**config.mk**
```make
export PLATFORM = sky130hd
export DESIGN_NAME = control_unit
export DESIGN_NICKNAME = d
export VERILOG_FILES = /design/src/rtl/cpu_pkg.sv /design/src/rtl/reg_decoder.sv /design/src/rtl/control_unit.sv
export SDC_FILE = /design/constraint.sdc
export NUM_CORES = 1
export LEC_CHECK = 0
export ABC_AREA = 1
export BUFFER_PORTS_ARGS = -buffer_cell sky130_fd_sc_hd__clkbuf_2
export CAP_MARGIN = 20
export CORE_UTILIZATION = 39
export DETAILED_ROUTE_END_ITERATION = 8
export HOLD_SLACK_MARGIN = 0.1
export PLACE_DENSITY = 0.85
export SETUP_SLACK_MARGIN = 0.1
export SYNTH_ARGS = -nofsm -noshare
export SYNTH_HDL_FRONTEND = slang
export SYNTH_SLANG_ARGS = --single-unit
```
**constraint.sdc**
```tcl
create_clock -name Clock -period 1.9 [get_ports Clock]
set_input_delay 0.38 -clock Clock [delete_from_list [all_inputs] [get_ports Clock]]
set_output_delay 0.38 -clock Clock [all_outputs]
set_load 0.005 [all_outputs]
```
**src/rtl/cpu_pkg.sv**
```systemverilog
// Opcode constants, FSM state encoding and opcode classification shared by the
// control unit and its bench-facing decode.
package cpu_pkg;

   localparam logic [4:0] OP_ADD  = 5'b00011;
   localparam logic [4:0] OP_SUB  = 5'b00100;
   localparam logic [4:0] OP_SHR  = 5'b00101;
   localparam logic [4:0] OP_SHL  = 5'b00110;
   localparam logic [4:0] OP_ROR  = 5'b00111;
   localparam logic [4:0] OP_ROL  = 5'b01000;
   localparam logic [4:0] OP_AND  = 5'b01001;
   localparam logic [4:0] OP_OR   = 5'b01010;
   localparam logic [4:0] OP_MUL  = 5'b01111;
   localparam logic [4:0] OP_DIV  = 5'b10000;
   localparam logic [4:0] OP_NOP  = 5'b11010;
   localparam logic [4:0] OP_HALT = 5'b11011;

   typedef enum logic [3:0] {
      ST_IDLE,
      ST_T0,
      ST_T1,
      ST_T2,
      ST_T3,
      ST_T4,
      ST_T5,
      ST_T6,
      ST_HALT
   } state_t;

   typedef enum logic [2:0] {
      CLS_ALU,
      CLS_MULDIV,
      CLS_NOP,
      CLS_HALT,
      CLS_ILLEGAL
   } op_class_t;

   function automatic op_class_t classify(input logic [4:0] op);
      case (op)
         OP_ADD, OP_SUB, OP_SHR, OP_SHL,
         OP_ROR, OP_ROL, OP_AND, OP_OR:  return CLS_ALU;
         OP_MUL, OP_DIV:                 return CLS_MULDIV;
         OP_NOP:                         return CLS_NOP;
         OP_HALT:                        return CLS_HALT;
         default:                        return CLS_ILLEGAL;
      endcase
   endfunction

endpackage

```
**src/rtl/reg_decoder.sv**
```systemverilog
// 4-bit register number to 16-bit one-hot enable; all zeros when not enabled.
module reg_decoder (
   input  logic        en,
   input  logic [3:0]  sel,
   output logic [15:0] onehot
);

   assign onehot = en ? (16'h0001 << sel) : 16'h0000;

endmodule

```
**src/rtl/control_unit.sv**
```systemverilog
// Moore-style multi-cycle CPU control unit: fetch (T0-T2), decode/execute (T3-T6),
// with halt on HALT, illegal opcode, or a Stop request at an instruction boundary.
module control_unit
   import cpu_pkg::*;
(
   input  logic        Clock,
   input  logic        Reset,
   input  logic [31:0] IR,
   input  logic        Mem_ready,
   input  logic        Stop,
   output logic [15:0] Rin,
   output logic [15:0] Rout,
   output logic        PCout,
   output logic        MARin,
   output logic        IncPC,
   output logic        Zin,
   output logic        ZLOout,
   output logic        ZHIout,
   output logic        PCin,
   output logic        Read,
   output logic        MDRin,
   output logic        MDRout,
   output logic        IRin,
   output logic        Yin,
   output logic        HIin,
   output logic        LOin,
   output logic [4:0]  ALU_op,
   output logic        Run,
   output logic        Illegal
);

   state_t     state, state_next;
   logic       t1_waiting;
   logic       illegal_q;
   op_class_t  cls;
   logic [4:0] opcode;
   logic [3:0] ra, rb, rc;
   logic       rin_en, rout_en;
   logic [3:0] rin_sel, rout_sel;
   logic       unused_ir_bits;

   assign opcode         = IR[31:27];
   assign ra             = IR[26:23];
   assign rb             = IR[22:19];
   assign rc             = IR[18:15];
   assign cls            = classify(opcode);
   assign unused_ir_bits = ^IR[14:0];

   // t1_waiting marks T1 cycles after the first, so PCin pulses exactly once per fetch.
   always_ff @(posedge Clock or posedge Reset) begin
      if (Reset) begin
         state      <= ST_IDLE;
         t1_waiting <= 1'b0;
         illegal_q  <= 1'b0;
      end else begin
         // NOTE: non-blocking so every register samples the same pre-edge values.
         state      <= state_next;
         t1_waiting <= (state == ST_T1) && !Mem_ready;
         if (state == ST_T3 && cls == CLS_ILLEGAL)
            illegal_q <= 1'b1;
      end
   end

   always_comb begin
      // NOTE: every output gets a default first so no path through the case infers a latch.
      state_next = state;
      PCout  = 1'b0;  MARin  = 1'b0;  IncPC  = 1'b0;  Zin   = 1'b0;
      ZLOout = 1'b0;  ZHIout = 1'b0;  PCin   = 1'b0;  Read  = 1'b0;
      MDRin  = 1'b0;  MDRout = 1'b0;  IRin   = 1'b0;  Yin   = 1'b0;
      HIin   = 1'b0;  LOin   = 1'b0;
      ALU_op = 5'd0;
      rin_en = 1'b0;  rin_sel  = 4'd0;
      rout_en = 1'b0; rout_sel = 4'd0;

      case (state)
         ST_IDLE: state_next = ST_T0;
         ST_T0: begin
            PCout = 1'b1; MARin = 1'b1; IncPC = 1'b1; Zin = 1'b1;
            state_next = ST_T1;
         end
         ST_T1: begin
            ZLOout = 1'b1; Read = 1'b1; MDRin = 1'b1;
            PCin   = !t1_waiting;
            state_next = Mem_ready ? ST_T2 : ST_T1;
         end
         ST_T2: begin
            MDRout = 1'b1; IRin = 1'b1;
            state_next = ST_T3;
         end
         ST_T3: begin
            case (cls)
               CLS_ALU: begin
                  rout_en = 1'b1; rout_sel = rb; Yin = 1'b1;
                  state_next = ST_T4;
               end
               CLS_MULDIV: begin
                  rout_en = 1'b1; rout_sel = ra; Yin = 1'b1;
                  state_next = ST_T4;
               end
               CLS_NOP: state_next = Stop ? ST_HALT : ST_T0;
               default: state_next = ST_HALT;
            endcase
         end
         ST_T4: begin
            rout_en  = 1'b1;
            rout_sel = (cls == CLS_MULDIV) ? rb : rc;
            Zin      = 1'b1;
            ALU_op   = opcode;
            state_next = ST_T5;
         end
         ST_T5: begin
            ZLOout = 1'b1;
            if (cls == CLS_MULDIV) begin
               LOin = 1'b1;
               state_next = ST_T6;
            end else begin
               rin_en = 1'b1; rin_sel = ra;
               state_next = Stop ? ST_HALT : ST_T0;
            end
         end
         ST_T6: begin
            ZHIout = 1'b1; HIin = 1'b1;
            state_next = Stop ? ST_HALT : ST_T0;
         end
         ST_HALT: state_next = ST_HALT;
         default: state_next = ST_IDLE;
      endcase
   end

   assign Run     = (state inside {ST_T0, ST_T1, ST_T2, ST_T3, ST_T4, ST_T5, ST_T6});
   assign Illegal = illegal_q && (state == ST_HALT);

   reg_decoder u_rin_dec (
      .en     (rin_en),
      .sel    (rin_sel),
      .onehot (Rin)
   );

   reg_decoder u_rout_dec (
      .en     (rout_en),
      .sel    (rout_sel),
      .onehot (Rout)
   );

endmodule

```
### Word-level counts from Yosys, hierarchy flattened

Memory sizes are Yosys's and may differ from the RTL's.
Index checks and enable logic that the tools add are counted.

* input port bits: 36
* register bits after elaboration: 6
* ROM bits: 96
* RAM bits: 0
* memories: 1
* word-level logic and storage cells: 55
* bits in latches: 0
* output and inout port bits: 53

Memories
* (name not given): depth 32, width 3, read ports 1, clocked after memory_dff 0, write ports 0, RTL line cpu_pkg.sv:39 `case (op)`

* add/sub/neg operators: 0
* equality and inequality tests: 11
* multiplexer cells: 27
* order comparisons: 0
* divide/modulo/power cells: 0
* shift-type cells: 2
* reduce and logical (&&, ||, !) cells: 11
* bitwise logic cells: 0
* multipliers: 0

Operator list (count)
* $pmux W4 S9: 1
* $mux W16: 2
* $shl A1 B4 Y16 const A: 2
* $pmux W4 S2: 3
* $mux W4: 5
* $eq A4 B3 Y1 const B: 4
* $mux W1: 14
* $eq A4 B2 Y1 const B: 2
* $reduce_bool A7 Y1: 1
* $reduce_or A2 Y1: 3
* $mux W5: 1
* $eq A4 B1 Y1 const B: 1
* $eq A4 B4 Y1 const B: 1
* $logic_not A4 Y1: 1
* $eq A3 B1 Y1 const B: 1
* $eq A3 B2 Y1 const B: 1
* $eq A3 B3 Y1 const B: 1
* $logic_and A1 B1 Y1: 3
* $logic_not A3 Y1: 1
* $logic_not A1 Y1: 2
* $pmux W1 S2: 1

### Depth between registers and ports, before layout

An unclocked memory read counts as a cell.

* depth in word-level cells: 6
* depth in mapped cells: 13
* depth with buffers taken out: 13

### By module

A second synthesis with hierarchy kept.

* cell total of the unflattened synthesis: 211
* area, all modules: 1079.8 um2

By module, submodules not included
* control_unit: times used 1, area each 827.0 um2, cells each 149
* reg_decoder: times used 2, area each 126.4 um2, cells each 31

### Worst setup path before layout

OpenSTA, ideal clock, no wires.

* path kind: input to output
* from: in IR[29]
* to: out Rout[12]
* path buffers: 0
* cell stages on the path: 11
* arrival: 1.462 ns
* slack: 0.058 ns
* data required time: 1.520 ns
* cells stage by stage: inv_1 nand3_1 nand2_1 nand2_2 a21oi_4 nor2_1 nor2_2 inv_1 nand2_2 nand3_1 nor2_1

* longest elaborated chain between the ends: 6
* elaborated cells between the ends (all ways): 11
* classes of those cells: eq/ne: 1; shift: 1; mux: 6; reduce/logical: 2; memory: 1

Ends and longest elaborated chain
* start, declared: RTL line control_unit.sv:8 `input logic [31:0] IR,`
* $mem_v2 Z32 W3 (*)
* $eq A3 B1 Y1 / $logic_not A3 Y1 (equally long branches): RTL line control_unit.sv:91, control_unit.sv:106
* $pmux W4 S2 (tied with other cells): RTL line control_unit.sv:91 `case (cls)`
* $pmux W4 S2 / $mux W1 (equally long branches): RTL line control_unit.sv:75, control_unit.sv:91
* $shl A1 B4 Y16 / $pmux W1 S2 (equally long branches): RTL line reg_decoder.sv:8, control_unit.sv:75
* $mux W16 (*): RTL line reg_decoder.sv:8 `assign onehot = en ? (16'h0001 << sel) : 16'h0000;`
* end, declared: RTL line control_unit.sv:12 `output logic [15:0] Rout,`

Mark *: on every way between the ends. The rest lies on a longest branch, timed or not.

### Worst setup path in the final report

* from: in IR[28]
* to: out Rout[7]

Same word-level chain as after synthesis.

==> metrics.md <==
| Metric | Value |
|---|---|
| # rows | `18` |
| CTS buffer count | `3` |
| Vias | `1838` |
| Setup Viol. Count Final | `34` |
| Pre-CTS setup slack | `-0.3365 ns` |
| Worst setup margin | `-0.4271 ns` |
| Clock transition at path regs | `0.05 ns` |
| Input/output buffers | `73` |
| Die span in x | `53.98 um` |
| CTS tree | `yes` |
| I/O pin count | `89` |
| Most repeated library cell on the critical path | `nand2_2` |
| RSZ-0062 raised after global routing | `yes` |
| Crit path max fanout | `7` |
| Multi-input gate area in the final layout | `0.001028 mm^2` |
| DRT iter0 DRCs | `75` |
| NumNets Final | `353` |
| Antenna-violating nets left | `0` |
| Synthesized area per cell | `5.190 um^2` |
| Synth Area in XOR/XNOR | `0` |
| Switching fraction of total power | `0.5122` |
| DRC | `0` |
| Area Overhead vs Synth | `105.2%` |
| Post-synthesis mux area share | `0` |
| CTS Buffer Depth | `2` |
| Min Tclk post-route | `2.327 ns` |
| Failing checks | `negative setup slack` |
| Combinational family with the most area after synthesis | `simple AND/OR/NAND/NOR gates` |
| Largest stage delay on the critical path | `0.27 ns` |
| Wire per inst | `14.06 um` |
| Synthesized net count | `239` |
| Combinational power share | `0.778` |
| Max-slew headroom | `0.7090` |
| PD cells | `716.4 mW/mm^2` |
| GRT Total Usage | `0.2727` |
| First-pass GRT wire length | `5920 um` |
| Register bit total from synthesis | `6` |
| Leakage | `1.188 nW` |
| P_int | `0.7555 mW` |
| Layout cells sized above 1 | `0.6190` |
| Dpl hpwl | `2726 um` |
| Placer Congestion | `0.7945` |
| Die area | `0.002913 mm^2` |
| Fillers | `154` |
| Startpoint class of the critical path | `input port` |
| Post-Synth Adder-Cell Area | `0` |
| Largest net degree at the start of global routing | `9` |
| Vias in the first global route | `1424` |
| Max Freq | `0.4297 GHz` |
| Syn Std Cell Area | `0.001054 mm^2` |
| Sw Pwr | `0.7934 mW` |
| FF/Latch Area | `151.4 um^2` |
| Pre-antenna DRT Iters | `4` |
| Slowest stage cell, crit path | `a21oi_4` |
| Hold Fails Final Rpt | `0` |
| Maxcap violations | `0` |
| Final cycle utilization of the critical path | `1.225` |
| Crit path buf inv count | `3` |
| Post-synthesis compound-gate area fraction | `0.09857` |
| Initial antenna violation count | `0` |
| Min Hold Slack | `0.3110 ns` |
| Worst Tran Pin Value | `0.4332 ns` |
| Synth Area in Simple Gates | `0.5998` |
| CP Cell Sequence | `buf_12 -> nor2_4 -> nand2_2 -> nand2_2 -> nand2_4 -> a21oi_4 -> nor2_1 -> nor2_2 -> inv_1 -> nand2_2 -> nand3_1 -> nor2_1 -> clkbuf_2` |
| Yosys warning count | `0` |
| Sequential share of power | `0.144` |
| Clock power share | `0.078` |
| Vias per cell | `5.328` |
| Initial Util | `0.4177` |
| Top delay family on crit path | `simple AND/OR/NAND/NOR gates` |
| Drt total wl | `4850 um` |
| # diodes | `0` |
| Worst EP required | `1.52 ns` |
| Critical path data arrival time | `1.95 ns` |
| Setup crit end kind | `primary output` |
| Outcome | `finished with violations` |
| Hold Path Class | `in2reg` |
| Setup CP Type | `in2out` |
| Root Buffer | `clkbuf_4` |
| Final Skew | `0.005118 ns` |
| Die H | `53.98 um` |
| Final Max Slew Viols | `0` |
| Peak VDD IR | `984.9 uV` |
| Congestion Overflow GR | `0` |
| H-Tree Depth | `1` |
| Syn Inst Count | `203` |
| Clock Latency Late Sink | `0.25 ns` |
| Core area | `0.002522 mm^2` |
| Clk sinks | `6` |
| Seq/Total Area, Yosys | `0.1425` |
| Library cells used by synthesis | `27` |
-- kinds of logic after synthesis --
kind of cell | after synthesis
and+or+nand+nor | 144
buffers and inverters | 39
DFF | 6
AOI/OAI and AO/OA | 14
-- flip-flops by register name (all words and copies together) (netlist names) --
name        flops
state           4
illegal_q       1
t1_waiting      1
-- placed cells by master, fill, tap and decap left out, types with 3 or more instances in the layout --
master    synthesis  layout
buf_6             0       6
dfrtp_1           6       5
clkbuf_2          0      54
clkbuf_4          0       3
buf_4             5      33
inv_1            30      20
buf_2             0      15
nand2_1          42      32
inv_2             2       9
a21oi_4           1       4
nor2_4            1      10
nor3_4            0       3
nor2_2            3      14
buf_12            0       3
nand4_1           3       3
nand3_1          17       8
nand2_4           1       3
nand2_2           7      13
nor2_1           61      41
nand3_2           0       8
-- per-stage QoR --
step / instances / TNS (ns) / area [um^2] / util / power [mW]
floorplan: 203 / 0 / 1060 / - / 0.6926
global placement: 323 / -7.371 / 1607 / 0.6369 / 1.001
detailed placement: 323 / -8.490 / 1607 / 0.6369 / 1.026
CTS: 336 / -5.152 / 1882 / 0.7460 / 1.318
global route: 345 / -12.91 / 2162 / 0.8571 / 1.657
finish: 345 / -9.482 / 2162 / 0.8571 / 1.549
-- repair_timing --
action | CTS | global route
endpoints found under the setup margin | 37 | 49
endpoints found under the hold margin | 6 | 0
hold buffers | 1 | 0
setup buffers | 8 | 10
gates resized for setup | 42 | 75
cloned | 1 | 0
pin swaps | 21 | 36
-- power groups by stage --
stage	registers (mW)	clock network [mW]	logic [mW]
finish	0.222	0.122	1.21
CTS	0.207	0.120	0.990
global route	0.226	0.128	1.30
detailed placement	0.200	0	0.826
floorplan	0.200	0	0.492
global placement	0.196	0	0.804
-- cell type report --
class	count	area share
multi-input cells	158	0.4757
flip-flops and latches	6	0.07002
repair buffers	115	0.3576
inverters	33	0.06887
clock buffers	3	0.01042
well taps	30	0.01736
-- path summary, 6_finish.rpt --
kind | from | endpoint | slack (ns) | cells after the start
worst max-delay path | IR[28] | Rout[7] | -0.43 | 13
worst min-delay path | Mem_ready | t1_waiting | 0.31 | 2
worst max register to register | state[1] | state[0] | 0.23 | 7
worst min register to register | illegal_q | illegal_q | 0.46 | 2
max in group asynchronous | Reset | state[1] | 1.10 | 3
min in group asynchronous | Reset | state[0] | 0.59 | 3
-- Yosys cell counts (all sizes together) --
master | number | area share
nor2 | 65 | 0.25
nand2 | 50 | 0.20
inv | 33 | 0.12
nand3 | 17 | 0.081
a21oi | 6 | 0.043
dfrtp | 6 | 0.14
nor3 | 6 | 0.033
buf | 5 | 0.036
nand4 | 3 | 0.018
o21ai | 3 | 0.014
nand3b | 2 | 0.014
o2111ai | 2 | 0.017
a221oi | 1 | 0.0083
a31oi | 1 | 0.0059
clkbuf | 1 | 0.0036
nor4 | 1 | 0.0059
o21bai | 1 | 0.011
-- per-layer routing --
layer  vias up  global-route usage  wire, um
met1       846              0.3161      1834
met4         0             0.03846       110
met2       112              0.5309      2557
met5         -                   0         0
met3        17             0.03672       348
li1        863                   -         -
(Power assumes the default switching activity.)
